`src/rtl/fpu_fetch_pkg.sv`:
```
// Shared definitions for the FPU instruction prefetch path: fetch FSM
// states and the opcode field layout of a 32-bit instruction word.
package fpu_fetch_pkg;

  typedef enum logic [1:0] {
    IDLE = 2'd0,
    REQ  = 2'd1,
    WAIT = 2'd2
  } fetch_state_e;

  localparam int OPCODE_W = 6;
  localparam int OPC_MSB  = 31;
  localparam int OPC_LSB  = 26;

  localparam logic [OPCODE_W-1:0] NOP_OPCODE = 6'h00;

endpackage

```
`src/rtl/prefetch_fifo.sv`:
```
// Generic synchronous FIFO used to buffer prefetched {word, address} pairs.
// Pointers wrap naturally at DEPTH (power of two); count is one bit wider
// so full and empty are distinguishable. clear wins over push and pop.
module prefetch_fifo #(
  parameter int DEPTH = 4,
  parameter int W     = 64
) (
  input  logic                   Clk,
  input  logic                   Reset,
  input  logic                   clear,
  input  logic                   push,
  input  logic                   pop,
  input  logic [W-1:0]           wdata,
  output logic [W-1:0]           rdata,
  output logic [$clog2(DEPTH):0] count,
  output logic                   empty
);

  localparam int AW = $clog2(DEPTH);

  logic [W-1:0]  mem [DEPTH];
  logic [AW-1:0] wr_ptr;
  logic [AW-1:0] rd_ptr;
  logic          full;
  logic          do_push;
  logic          do_pop;

  assign empty   = (count == '0);
  assign full    = (count == (AW+1)'(DEPTH));
  assign do_push = push & ~full;
  assign do_pop  = pop & ~empty;
  assign rdata   = mem[rd_ptr];

  // Pointer and occupancy bookkeeping.
  always_ff @(posedge Clk or negedge Reset) begin
    if (!Reset) begin
      wr_ptr <= '0;
      rd_ptr <= '0;
      count  <= '0;
    end else if (clear) begin
      wr_ptr <= '0;
      rd_ptr <= '0;
      count  <= '0;
    end else begin
      if (do_push) wr_ptr <= wr_ptr + AW'(1);
      if (do_pop)  rd_ptr <= rd_ptr + AW'(1);
      count <= count + (AW+1)'(do_push) - (AW+1)'(do_pop);
    end
  end

  // Storage write; contents need no reset because empty gates every read.
  always_ff @(posedge Clk) begin
    if (do_push && !clear) mem[wr_ptr] <= wdata;
  end

endmodule

```
`src/rtl/inst_prefetch_buf.sv`:
```
// Instruction prefetch queue in front of the FPU instruction synchronizer.
// Fetches words over req/gnt/rvalid, buffers them in prefetch_fifo and
// presents the head word, its opcode and its pc.
// Optional macro PREFETCH_PERF_EN adds the starve_cnt performance counter.
//
// Memory handshake: instr_req stays high with a stable instr_addr until a
// cycle with instr_gnt=1; that cycle transfers the request. Exactly one
// instr_rvalid follows later and carries that request's data; no new
// request is raised before it arrives. A request is only raised when the
// FIFO has room for the response (count + outstanding < DEPTH).
module inst_prefetch_buf
  import fpu_fetch_pkg::*;
#(
  parameter int                DEPTH     = 4,
  parameter int                ADDR_W    = 32,
  parameter int                INSTR_W   = 32,
  parameter logic [ADDR_W-1:0] BOOT_ADDR = '0
) (
  input  logic                   Clk,
  input  logic                   Reset,
  output logic                   instr_req,
  output logic [ADDR_W-1:0]      instr_addr,
  input  logic                   instr_gnt,
  input  logic                   instr_rvalid,
  input  logic [INSTR_W-1:0]     instr_rdata,
  input  logic                   flush,
  input  logic [ADDR_W-1:0]      flush_addr,
  input  logic                   inst_fetch_en,
  input  logic                   LSreq,
  output logic                   instr_valid,
  output logic [INSTR_W-1:0]     instr,
  output logic [OPCODE_W-1:0]    opcode,
  output logic [ADDR_W-1:0]      pc,
`ifdef PREFETCH_PERF_EN
  output logic [31:0]            starve_cnt,
`endif
  output fetch_state_e           dbg_state,
  output logic [$clog2(DEPTH):0] dbg_count
);

  localparam int                CNT_W   = $clog2(DEPTH) + 1;
  localparam logic [CNT_W:0]    DEPTH_C = (CNT_W+1)'(DEPTH);

  fetch_state_e               state;
  fetch_state_e               state_nxt;
  logic                       outstanding;
  logic                       drop;
  logic [ADDR_W-1:0]          fetch_addr;
  logic [ADDR_W-1:0]          inflight_addr;
  logic                       gnt_ok;
  logic                       push;
  logic                       pop;
  logic                       credit;
  logic                       credit_after;
  logic [CNT_W:0]             cnt_after;
  logic [CNT_W-1:0]           count;
  logic                       empty;
  logic                       head_valid;
  logic [INSTR_W+ADDR_W-1:0]  head;
  logic [INSTR_W-1:0]         head_word;

  assign gnt_ok     = (state == REQ) & instr_gnt;
  assign head_valid = ~empty;
  assign push       = instr_rvalid & outstanding & ~drop & ~flush;
  assign pop        = inst_fetch_en & ~LSreq & head_valid & ~flush;
  assign credit     = ({1'b0, count} + (CNT_W+1)'(outstanding)) < DEPTH_C;
  assign cnt_after  = {1'b0, count} + (CNT_W+1)'(push) - (CNT_W+1)'(pop);
  assign credit_after = cnt_after < DEPTH_C;

  prefetch_fifo #(
    .DEPTH (DEPTH),
    .W     (INSTR_W + ADDR_W)
  ) u_fifo (
    .Clk   (Clk),
    .Reset (Reset),
    .clear (flush),
    .push  (push),
    .pop   (pop),
    .wdata ({instr_rdata, inflight_addr}),
    .rdata (head),
    .count (count),
    .empty (empty)
  );

  // FSM state register.
  always_ff @(posedge Clk or negedge Reset) begin
    if (!Reset) state <= IDLE;
    else        state <= state_nxt;
  end

  // Next-state: request when there is room, wait for the single response.
  always_comb begin
    state_nxt = state;
    case (state)
      IDLE: if (flush || credit) state_nxt = REQ;
      // A flush without gnt stays here; the address switches to flush_addr.
      REQ:  if (instr_gnt) state_nxt = WAIT;
      WAIT: begin
        if (instr_rvalid) begin
          if (flush || drop)     state_nxt = REQ;
          else if (credit_after) state_nxt = REQ;
          else                   state_nxt = IDLE;
        end
      end
      default: state_nxt = IDLE;
    endcase
  end

  // FSM outputs: the request is a pure function of state.
  always_comb begin
    instr_req  = (state == REQ);
    instr_addr = fetch_addr;
    dbg_state  = state;
  end

  // Fetch address, in-flight tracking and the drop flag for stale responses.
  always_ff @(posedge Clk or negedge Reset) begin
    if (!Reset) begin
      fetch_addr    <= BOOT_ADDR;
      inflight_addr <= '0;
      outstanding   <= 1'b0;
      drop          <= 1'b0;
    end else begin
      if (flush)       fetch_addr <= flush_addr;
      else if (gnt_ok) fetch_addr <= fetch_addr + ADDR_W'(4);

      if (gnt_ok) inflight_addr <= fetch_addr;

      if (gnt_ok)            outstanding <= 1'b1;
      else if (instr_rvalid) outstanding <= 1'b0;

      // A response already in flight when flushing belongs to the old stream.
      if (flush && ((outstanding && !instr_rvalid) || gnt_ok)) drop <= 1'b1;
      else if (instr_rvalid && outstanding)                    drop <= 1'b0;
    end
  end

  // Head presentation; all fields read as zero while the queue is empty.
  always_comb begin
    head_word   = head[ADDR_W +: INSTR_W];
    instr_valid = head_valid;
    instr       = head_valid ? head_word : '0;
    opcode      = head_valid ? head_word[OPC_MSB:OPC_LSB] : NOP_OPCODE;
    pc          = head_valid ? head[ADDR_W-1:0] : '0;
    dbg_count   = count;
  end

`ifdef PREFETCH_PERF_EN
  // Count cycles where the synchronizer wanted an instruction and none was buffered.
  always_ff @(posedge Clk or negedge Reset) begin
    if (!Reset)
      starve_cnt <= '0;
    else if (flush)
      starve_cnt <= '0;
    else if (inst_fetch_en && !LSreq && !head_valid && (starve_cnt != 32'hFFFF_FFFF))
      starve_cnt <= starve_cnt + 32'd1;
  end
`endif

endmodule

```
`config.mk`:
```
export PLATFORM = sky130hd
export DESIGN_NAME = inst_prefetch_buf
export DESIGN_NICKNAME = d
export VERILOG_FILES = /design/src/rtl/fpu_fetch_pkg.sv /design/src/rtl/prefetch_fifo.sv /design/src/rtl/inst_prefetch_buf.sv
export SDC_FILE = /design/constraint.sdc
export NUM_CORES = 1
export LEC_CHECK = 0
export ABC_AREA = 1
export CORE_MARGIN = 4
export CORE_UTILIZATION = 60
export CTS_CLUSTER_DIAMETER = 120
export CTS_CLUSTER_SIZE = 20
export DETAILED_ROUTE_END_ITERATION = 8
export HOLD_SLACK_MARGIN = 0.06
export PLACE_DENSITY_LB_ADDON = 0.2
export SKIP_LAST_GASP = 1
export SYNTH_ARGS = -nofsm -noshare
export SYNTH_HDL_FRONTEND = slang
export SYNTH_HIERARCHICAL = 1
export SYNTH_SLANG_ARGS = --single-unit
```
`constraint.sdc`:
```
create_clock -name Clk -period 7.9 [get_ports Clk]
set_input_delay 1.58 -clock Clk [delete_from_list [all_inputs] [get_ports Clk]]
set_output_delay 1.58 -clock Clk [all_outputs]
set_load 0.01 [all_outputs]
```
; ---- Word-level counts from Yosys, hierarchy flattened
; Memory sizes are Yosys's and may differ from the RTL's.
; Cells that the tools add are included.
[classes]
n_addsub = 8
n_lt_le_gt_ge = 2
eq_ne = 6
mux = 22
bitwise = 14
reduce_logical = 17
[op_table]
columns = op, n
row1 = two-way mux 32 bit, 4
row2 = "adder 32 x 3 -> 32 bit, second input constant", 1
row3 = two-way mux 2 bit, 7
row4 = nonzero test 2 bit, 5
row5 = bitwise AND 1 bit, 9
row6 = adder 3 x 1 -> 4 bit, 2
row7 = "< comparator 4 x 3 -> 1 bit, second input constant", 2
row8 = two-way mux 1 bit, 8
row9 = two-way mux 6 bit, 1
row10 = case mux 2 bit (3 select lines), 1
row11 = NOT 1 bit, 5
row12 = "adder 2 x 1 -> 2 bit, second input constant", 2
row13 = logical AND 1 bit, 4
row14 = "inequality test 2 bit, second input constant", 2
row15 = subtractor 4 x 1 -> 4 bit, 1
row16 = adder 3 x 1 -> 3 bit, 1
row17 = "== test 3 bit, second input constant", 1
row18 = logical NOT 3 bit, 1
row19 = logical OR 1 bit, 3
row20 = two-way mux 3 bit, 1
row21 = AND reduction 3 bit, 1
row22 = subtractor 3 x 1 -> 3 bit, 1
row23 = "== test 2 x 1 -> 1 bit, second input constant", 1
row24 = "== test 2 bit, second input constant", 1
row25 = other kinds (3), 4
[totals]
ff_bits = 75
ram_bits = 256
in_bits = 71
word_cells = 78
n_memories = 1
[mem_list]
columns = memory, depth, width, rd, rd_clocked_by_memory_dff, write_ports, line_no
row1 = u_fifo.mem, 4, 64, 1, 0, 1, prefetch_fifo.sv:21  ; logic [W-1:0] mem [DEPTH];

; ---- Longest topological paths before layout
; Gate-level depths: netlist of the first run.
[depth]
ltp_word = 10
mapped_depth = 17
depth_no_buf = 16

; ---- Hierarchy
; Netlist of the first run, hierarchy kept.
[modules_own_cells]
columns = mod, n_inst, cells_per_inst, area_each_um2
row1 = prefetch_fifo, 1, 681, 9965.8
row2 = inst_prefetch_buf, 1, 662, 4365.4

; ---- Worst setup path before layout of the first run
; OpenSTA, ideal clock, no wires.
[synth_path]
kind = in2reg
startpoint = input flush
endpoint = memory u_fifo.mem[0][0], enable pin
arrival_time_ps = 4942
t_required_ps = 7413
slack_ps = 2471
cell_stages = 6
path_buffers = 1
path_cell_list = buf_2 nor2_1 inv_1 nor2_1 nand3_1 nor2_1
[synth_via]
elab_chain_len = 6
[synth_rtl]
columns = element, line_no
row1 = "start, declared", inst_prefetch_buf.sv:26  ; input logic flush,
row2 = NOT 1 bit, inst_prefetch_buf.sv:64  ; assign push = instr_rvalid & outstanding & ~drop & ~flush;
row3 = bitwise AND 1 bit, inst_prefetch_buf.sv:64
row4 = via push, inst_prefetch_buf.sv:51  ; logic push;
row5 = bitwise AND 1 bit, prefetch_fifo.sv:30  ; assign do_push = push & ~full;
row6 = logical AND 1 bit, prefetch_fifo.sv:53  ; if (do_push && !clear) mem[wr_ptr] <= wdata;
row7 = two-way mux 1 bit, prefetch_fifo.sv:53
row8 = two-way mux 1 bit (implied by the code), prefetch_fifo.sv:53
row9 = "end, declared", prefetch_fifo.sv:21
; The timed path passes the listed nets, and every way through them passes these cells.

; ---- Worst setup path after layout of the first run
[layout_path]
startpoint = register u_fifo.rd_ptr[0]
endpoint = output pc[9]
[layout_via]
elab_chain_len = 2
[layout_rtl]
columns = element, line_no
row1 = "start, declared", prefetch_fifo.sv:23  ; logic [AW-1:0] rd_ptr;
row2 = "start signal, assigned", prefetch_fifo.sv:46  ; if (do_pop) rd_ptr <= rd_ptr + AW'(1);
row3 = memory (4 x 64 bit), --
row4 = via head[9], inst_prefetch_buf.sv:59  ; logic [INSTR_W+ADDR_W-1:0] head;
row5 = two-way mux 32 bit, inst_prefetch_buf.sv:144  ; pc = head_valid ? head[ADDR_W-1:0] : '0;
row6 = "end, declared", inst_prefetch_buf.sv:33  ; output logic [ADDR_W-1:0] pc,
; The timed path passes the listed nets, and every way through them passes these cells.

==> results of run 1 <==
[cell usage after synthesis, types with 10 or more instances]
| library cell | n |
|---|---|
| edfxtp_1 | 256 |
| nor2_1 | 243 |
| nand2_1 | 188 |
| inv_1 | 143 |
| o21ai_0 | 129 |
| dfrtp_1 | 75 |
| o22ai_1 | 64 |
| o21ai_1 | 49 |
| nand3_1 | 41 |
| clkbuf_1 | 30 |
| buf_2 | 15 |
| buf_4 | 11 |
| ha_1 | 11 |
| buf_6 | 10 |
| xor2_1 | 10 |
[kinds of logic (layout without fill, tap and decap cells)]
| family | after synthesis | in the layout | share of synthesized area [%] |
|---|---|---|---|
| AO/OA/AOI/OAI | 270 | 270 | 10.5 |
| XOR/XNOR | 11 | 11 | 0.672 |
| adder cells (fa/ha/maj) | 12 | 12 | 1.10 |
| buffers and inverters | 217 | 373 | 6.73 |
| flip-flops | 331 | 331 | 66.7 |
| AND/OR/NAND/NOR | 502 | 502 | 14.3 |
[state kept, by name, indices dropped and copies added, names as in the netlist]
signal / cells
u_fifo/wr_ptr: 2
drop: 1
inflight_addr: 32
u_fifo/count: 3
instr_addr: 32
dbg_state: 2
u_fifo/rd_ptr: 2
outstanding: 1
u_fifo/mem: 256
[layout make-up]
class                           count  area share (%)
Clock buffer                       35            3.44
Clock inverter                      1          0.0670
Inverter                          148            3.32
Multi-Input combinational cell    795            22.8
Sequential cell                   331            56.9
Tap cell                          319            2.37
Timing Repair Buffer              189            11.1
[metrics by stage]
stage	utilization [%]	setup WS, ns	area [µm²]	hold WS, ns	instances
after floorplan	-	2.47	14300	0.474	1343
after global placement	69.1	2.96	16200	0.493	1782
after detailed placement	69.1	2.91	16200	0.501	1782
after CTS	71.6	2.93	16800	0.524	1818
after global routing	71.6	2.74	16800	0.544	1818
final	71.6	2.94	16800	0.523	1818
[metal layers]
layer  routed length, µm  GRT usage (%)  vias up
li1                    -              -     4826
met1               13500           33.0     4674
met2               14400           37.2      345
met3                1780           2.73       41
met4                 618           5.95        0
met5                   0              0        -
[path summary, 6_finish.rpt]
| kind | to | slack, ns | cells past startpoint |
|---|---|---|---|
| worst max register to register | u_fifo/count[2]$_DFF_PN0_ | 4.54 | 17 |
| max in group asynchronous | u_fifo/rd_ptr[0]$_DFFE_PN0P_ | 5.99 | 1 |
| worst max-delay path | pc[9] | 2.94 | 7 |
| worst min register to register | drop$_DFFE_PN0P_ | 0.52 | 1 |
| worst min-delay path | drop$_DFFE_PN0P_ | 0.52 | 1 |
| min in group asynchronous | dbg_state[0]$_DFFE_PN0P_ | 1.19 | 1 |
[power breakdown]
part / switching (µW) / internal [µW]
Sequential: 177 / 2100
Combinational: 316 / 256
Clock: 525 / 503
[worst reg2reg max path: cells and delay by family, from the launching register on]
family	cells	cell delay, ns
buffers and inverters	6	0.80
AND/OR/NAND/NOR	8	1.17
adder cells (fa/ha/maj)	3	0.75
flip-flops	1	0.56
==> results by group, run 1 <==
Detailed routing
  – Number of antenna-violating nets in the routed design: 0
  – Detailed router's first-iteration violation count: between 1000 and 1500
  – Average routed wire per standard cell: 16.7 µm
  – Average vias per placed instance: 5.44
  – First-pass iteration count of the detailed router: 6
  – DRC violations left: 0
  – Via total after detailed routing: 9886
  – Total wire length: ~30000 µm

Setup path
  – Crit. End Element: output port
  – Cell family contributing the most delay on the critical path: buffers and inverters
  – Origin of the worst setup path: u_fifo/rd_ptr[0]$_DFFE_PN0P_
  – Slowest cell on the critical path: buf_4
  – CP cell instances: inv_4, buf_4, o21ai_0, o22ai_1, inv_1, nor2_1, clkdlybuf4s50_1
  – Startpoint of the lowest-slack register-to-register path: u_fifo/count[1]$_DFF_PN0_
  – Buffer and inverter count on the worst path: 4
  – Maximum fanout encountered on the critical timing path: between 90 and 100
  – Delay contributed by the slowest stage of the critical path: 0.84 ns
  – CP Data Required Time: 6.32 ns
  – Worst Path Class, Setup: reg2out
  – Type of origin of the critical path: register
  – Crit path DAT: 3.38 ns

Floorplan
  – Number of top-level design ports: 180
  – Core Box Area: between 20000 and 25000 µm²
  – Floorplan die area: 26400 µm²
  – Initial core utilization: 61.1%
  – Height of the die: 163 µm
  – Die X-Extent: 163 µm
  – Row count: 56

CTS
  – Register clock-pin slew on the reported worst setup and hold paths: 0.08 ns
  – Master cell of the clock root buffer: clkbuf_16
  – H-tree depth: 1
  – Total number of clock tree sinks: 331
  – Number of hold buffers added after cts: 0
  – Setup fix buffers added after clock tree synthesis: 0
  – Number of gates resized after CTS: 0
  – Insertion delay to the later sink of the worst-skew pair: 0.51 ns
  – CTS tree: built
  – Total CTS buffers: 20
  – Maximum buffer depth of the clock tree: 3

Final layout
  – Leading cell type in the layout, fill and taps excluded: edfxtp_1
  – Register cell area after layout: 9570 µm²
  – Number of antenna diodes: 0
  – Fraction of layout cells with a size suffix above 1: 4.74%
  – Most frequent cells in the layout: edfxtp_1, nor2_1, nand2_1
  – Area of combinational cells with multiple inputs: roughly 3800 µm²
  – Nets@finish: 1568
  – Filler cells: roughly 1600
  – Layout-stage area growth over the synthesis result: 17.3%

Status
  – Outcome: complete, no violations

Logic synthesis
  – Post-synthesis sequential area ratio: around 67%
  – Number of flops mapped to enable cells by yosys: 256
  – Cells after Synth: 1343
  – Average cell area after synthesis: around 11 µm²
  – Share of Yosys cell area claimed by the top area cell type: between 50% and 60%
  – Post-Synthesis Net Count: approximately 1400
  – Share of synthesized flip-flops with an asynchronous set or reset: 22.7%
  – Ys Warns: 6
  – Netlist cell types: 38
  – Biggest area consumer among synthesized cells: edfxtp_1
  – Summed instance area of the synthesized netlist: ~14000 µm²
  – #FFs+latches synth: 331
  – Leading post-synthesis cells by cell area: edfxtp_1, dfrtp_1, nor2_1, nand2_1, o21ai_0
  – Primary flip-flop cell chosen by synthesis mapping: edfxtp_1

Pwr
  – Total power density per cell area: 230 nW/µm²
  – Pleak: 0.00642 µW
  – Design Power: 3880 µW
  – Max rail drop VDD: around 160 µV

Timing
  – Max Clock Freq: 202 MHz
  – Period Utilization, post-route: 62.7%
  – Skew final: 0.0114 ns
  – Final critical delay including setup and external delays: roughly 5.0 ns
  – Tightest Pin Transition: between 1 and 1.5 ns
  – Count of final setup violators: 0
  – Count of final hold-check violations: 0
  – Max-slew headroom: ~11%
  – Final-report max-slew violation count: 0
  – RSZ-0062 raised after global routing: no
  – Fin Setup TNS: 0 ns

Global route
  – Global-route wire length before repair: 48300 µm
  – Vias in the first global route: 9449
  – Total routing usage reported by global routing: 22.7%
  – Congestion Overflow GR: 0
  – Number of antenna violations at the first check in global routing: 0
  – Maximum number of pins on one net before global-route repair: 132

Worst hold path
  – Worst min-delay path startpoint: drop$_DFFE_PN0P_
  – Path class of the lowest-slack min-delay path: reg2reg

Run
  – Count of max-cap constraint violations: 0

Place
  – Quantity of I/O buffers inserted on ports: between 150 and 200
  – Half-perimeter wire length of the detailed placement result: between 15000 and 20000 µm
  – Routability congestion estimate from global placement: 0.885
Power figures use the tool's default switching activity.
==> inputs of run 2 (changes only) <==
- CORE_UTILIZATION: 60 -> 50
- clock period: 7.9 -> 4.3 ns (I/O delays scaled with it)
==> run 2 against run 1 <==
  * Final cell count is 3.5% higher
  * Largest power group unchanged
  * Count of clock-buffer cells in the layout stayed put
  * First-iteration DRC count is 31% lower
  * Setup slack worse by 2.4 ns
  * Clock skew is 0.0083 ns higher
  * Die area is 19% higher
  * Routed wire length is 2.0% higher
==> results by group, run 2 (same netlist as run 1, synthesis figures left out) <==
CTS
  – Number of gates resized after CTS: 0 (unchanged)
  – Number of hold buffers added after cts: 0 (unchanged)
  – CTS tree: built (unchanged)
  – Register clock-pin slew on the reported worst setup and hold paths: 0.08 ns (about the same)
  – Master cell of the clock root buffer: clkbuf_16 (unchanged)
  – H-tree depth: 1 (unchanged)
  – Setup fix buffers added after clock tree synthesis: 0 (unchanged)
  – Maximum buffer depth of the clock tree: 3 (unchanged)
  – Total CTS buffers: 20 (unchanged)
  – Insertion delay to the later sink of the worst-skew pair: 0.52 ns (was 0.51 ns)
  – Total number of clock tree sinks: 331 (unchanged)

Floorplan
  – Row count: 61 (was 56)
  – Die X-Extent: 177 µm (was 163 µm)
  – Height of the die: 177 µm (was 163 µm)
  – Number of top-level design ports: 180 (unchanged)
  – Floorplan die area: 31400 µm² (was 26400 µm²)
  – Core Box Area: 28000 µm² (was 23500 µm²)
  – Initial core utilization: 51.2% (was 61.1%)

Detailed routing
  – Average routed wire per standard cell: 16.4 µm (was 16.7 µm)
  – Detailed router's first-iteration violation count: 723 (was 1054)
  – Number of antenna-violating nets in the routed design: 0 (unchanged)
  – DRC violations left: 0 (unchanged)
  – Total wire length: 30900 µm (was 30300 µm)
  – First-pass iteration count of the detailed router: 5 (was 6)
  – Average vias per placed instance: 5.18 (was 5.44)
  – Via total after detailed routing: 9758 (was 9886)

Timing
  – Worst setup margin: 0.570 ns (was 2.94 ns)
  – Final critical delay including setup and external delays: 3.73 ns
  – Max Clock Freq: 268 MHz
  – RSZ-0062 raised after global routing: no (unchanged)
  – Period Utilization, post-route: 86.7%
  – Tightest Pin Transition: 0.751 ns (was 1.33 ns)
  – Max-slew headroom: 49.9% (was 11.1%)
  – Count of final hold-check violations: 0 (unchanged)
  – Count of final setup violators: 0 (unchanged)
  – Fin Setup TNS: 0 ns (unchanged)
  – Skew final: 0.0197 ns (was 0.0114 ns)
  – Final-report max-slew violation count: 0 (unchanged)
  – Post-route worst hold slack: 0.318 ns (was 0.523 ns)

Place
  – Quantity of I/O buffers inserted on ports: 179 (unchanged)
  – Routability congestion estimate from global placement: 0.904 (was 0.885)
  – Placed cell count: 1846 (was 1782)
  – Minimum setup slack after placement: 1.01 ns (was 2.91 ns)
  – Half-perimeter wire length of the detailed placement result: 19700 µm (was 19000 µm)

Global route
  – Vias in the first global route: 9507 (was 9449)
  – Maximum number of pins on one net before global-route repair: 72 (was 132)
  – Total routing usage reported by global routing: 19.5% (was 22.7%)
  – Met2 Usage GRT: 33.1% (was 37.2%)
  – Congestion Overflow GR: 0 (unchanged)
  – Global-route wire length before repair: 49200 µm (was 48300 µm)
  – Number of antenna violations at the first check in global routing: 0 (unchanged)
  – Global routing met1 resource utilization: 27.6% (was 33.0%)
  – Layer carrying the most global-route usage: met2 (unchanged)
  – Met3 Track Usage GR: 2.15% (was 2.73%)

Status
  – Outcome: complete, no violations (unchanged)

Final layout
  – Leading cell type in the layout, fill and taps excluded: edfxtp_1 (unchanged)
  – Final Non-Filler Cells: 1882 (was 1818)
  – Layout-stage area growth over the synthesis result: 18.6% (was 17.3%)
  – Nets@finish: 1573 (was 1568)
  – Top reg by flops: u_fifo/mem (unchanged)
  – Fraction of layout cells with a size suffix above 1: 5.05% (was 4.74%)
  – Number of flip-flops in the largest register: 256 (unchanged)
  – Most frequent cells in the layout: edfxtp_1, nor2_1, nand2_1 (unchanged)
  – Number of antenna diodes: 0 (unchanged)

Setup path
  – Maximum fanout encountered on the critical timing path: 65 (was 98)
  – Crit. End Element: output port (unchanged)
  – CP Data Required Time: 3.44 ns (was 6.32 ns)
  – Crit path DAT: 2.87 ns (was 3.38 ns)
  – Type of origin of the critical path: register (unchanged)
  – Worst Path Class, Setup: reg2out (unchanged)

Pwr
  – Design Power: 7150 µW (was 3880 µW)
  – Pleak: 0.00647 µW (was 0.00642 µW)
  – Total power density per cell area: 421 nW/µm² (was 230 nW/µm²)
  – Max rail drop VDD: 230 µV (was 156 µV)

Worst hold path
  – Path class of the lowest-slack min-delay path: in2async (was reg2reg)

Run
  – Count of max-cap constraint violations: 0 (unchanged)
-- run 2: report_power, final --
part | leakage (µW) | internal [µW] | switching [µW]
sequential | 0.00325 | 3850 | 345
combinational | 0.00294 | 478 | 585
clock | 0.000281 | 924 | 965
-- run 2: final timing paths --
| path | from | end | slack [ns] | cells after the start |
|---|---|---|---|---|
| setup / recovery | u_fifo/rd_ptr[0]$_DFFE_PN0P_ | opcode[4] | 0.57 | 7 |
| hold / removal | Reset | instr_addr[24]$_DFFE_PN0N_ | 0.32 | 1 |
| setup reg to reg | u_fifo/count[1]$_DFF_PN0_ | u_fifo/count[2]$_DFF_PN0_ | 1.14 | 15 |
| hold reg to reg | drop$_DFFE_PN0P_ | drop$_DFFE_PN0P_ | 0.52 | 1 |
| max in group asynchronous | Reset | u_fifo/count[2]$_DFF_PN0_ | 3.15 | 2 |
| min in group Clk | drop$_DFFE_PN0P_ | drop$_DFFE_PN0P_ | 0.52 | 1 |
-- run 2: final cells by class --
class	instances	area (µm²)
Inverter	148	558
Timing Repair Buffer	194	1980
Sequential cell	331	9570
Tap cell	378	473
Clock inverter	1	11.3
Fill cell	2280	11000
Multi-Input combinational cell	795	3830
Clock buffer	35	578
-- run 2: worst max-delay path, stage by stage, from the launching register on --
cell and delay, ns:
dfrtp_4 0.50, inv_4 0.49, buf_4 0.38, nor2_1 0.06
o22ai_1 0.19, inv_1 0.06, nor2_1 0.12, clkdlybuf4s50_1 0.56
-- run 2: per-stage QoR --
stage | instance area, µm² | util (%)
finish | 17000 | 60.7
global route | 17000 | 60.7
CTS | 17000 | 60.7
detailed placement | 16400 | 58.6
global placement | 16400 | 58.6
floorplan | 14300 | -
-- run 2: routing by layer --
layer / part of all wire [%] / up-vias
met5: 0 / -
met4: 1.9 / 0
met3: 5.5 / 29
met2: 48 / 277
met1: 44 / 4632
li1: - / 4820
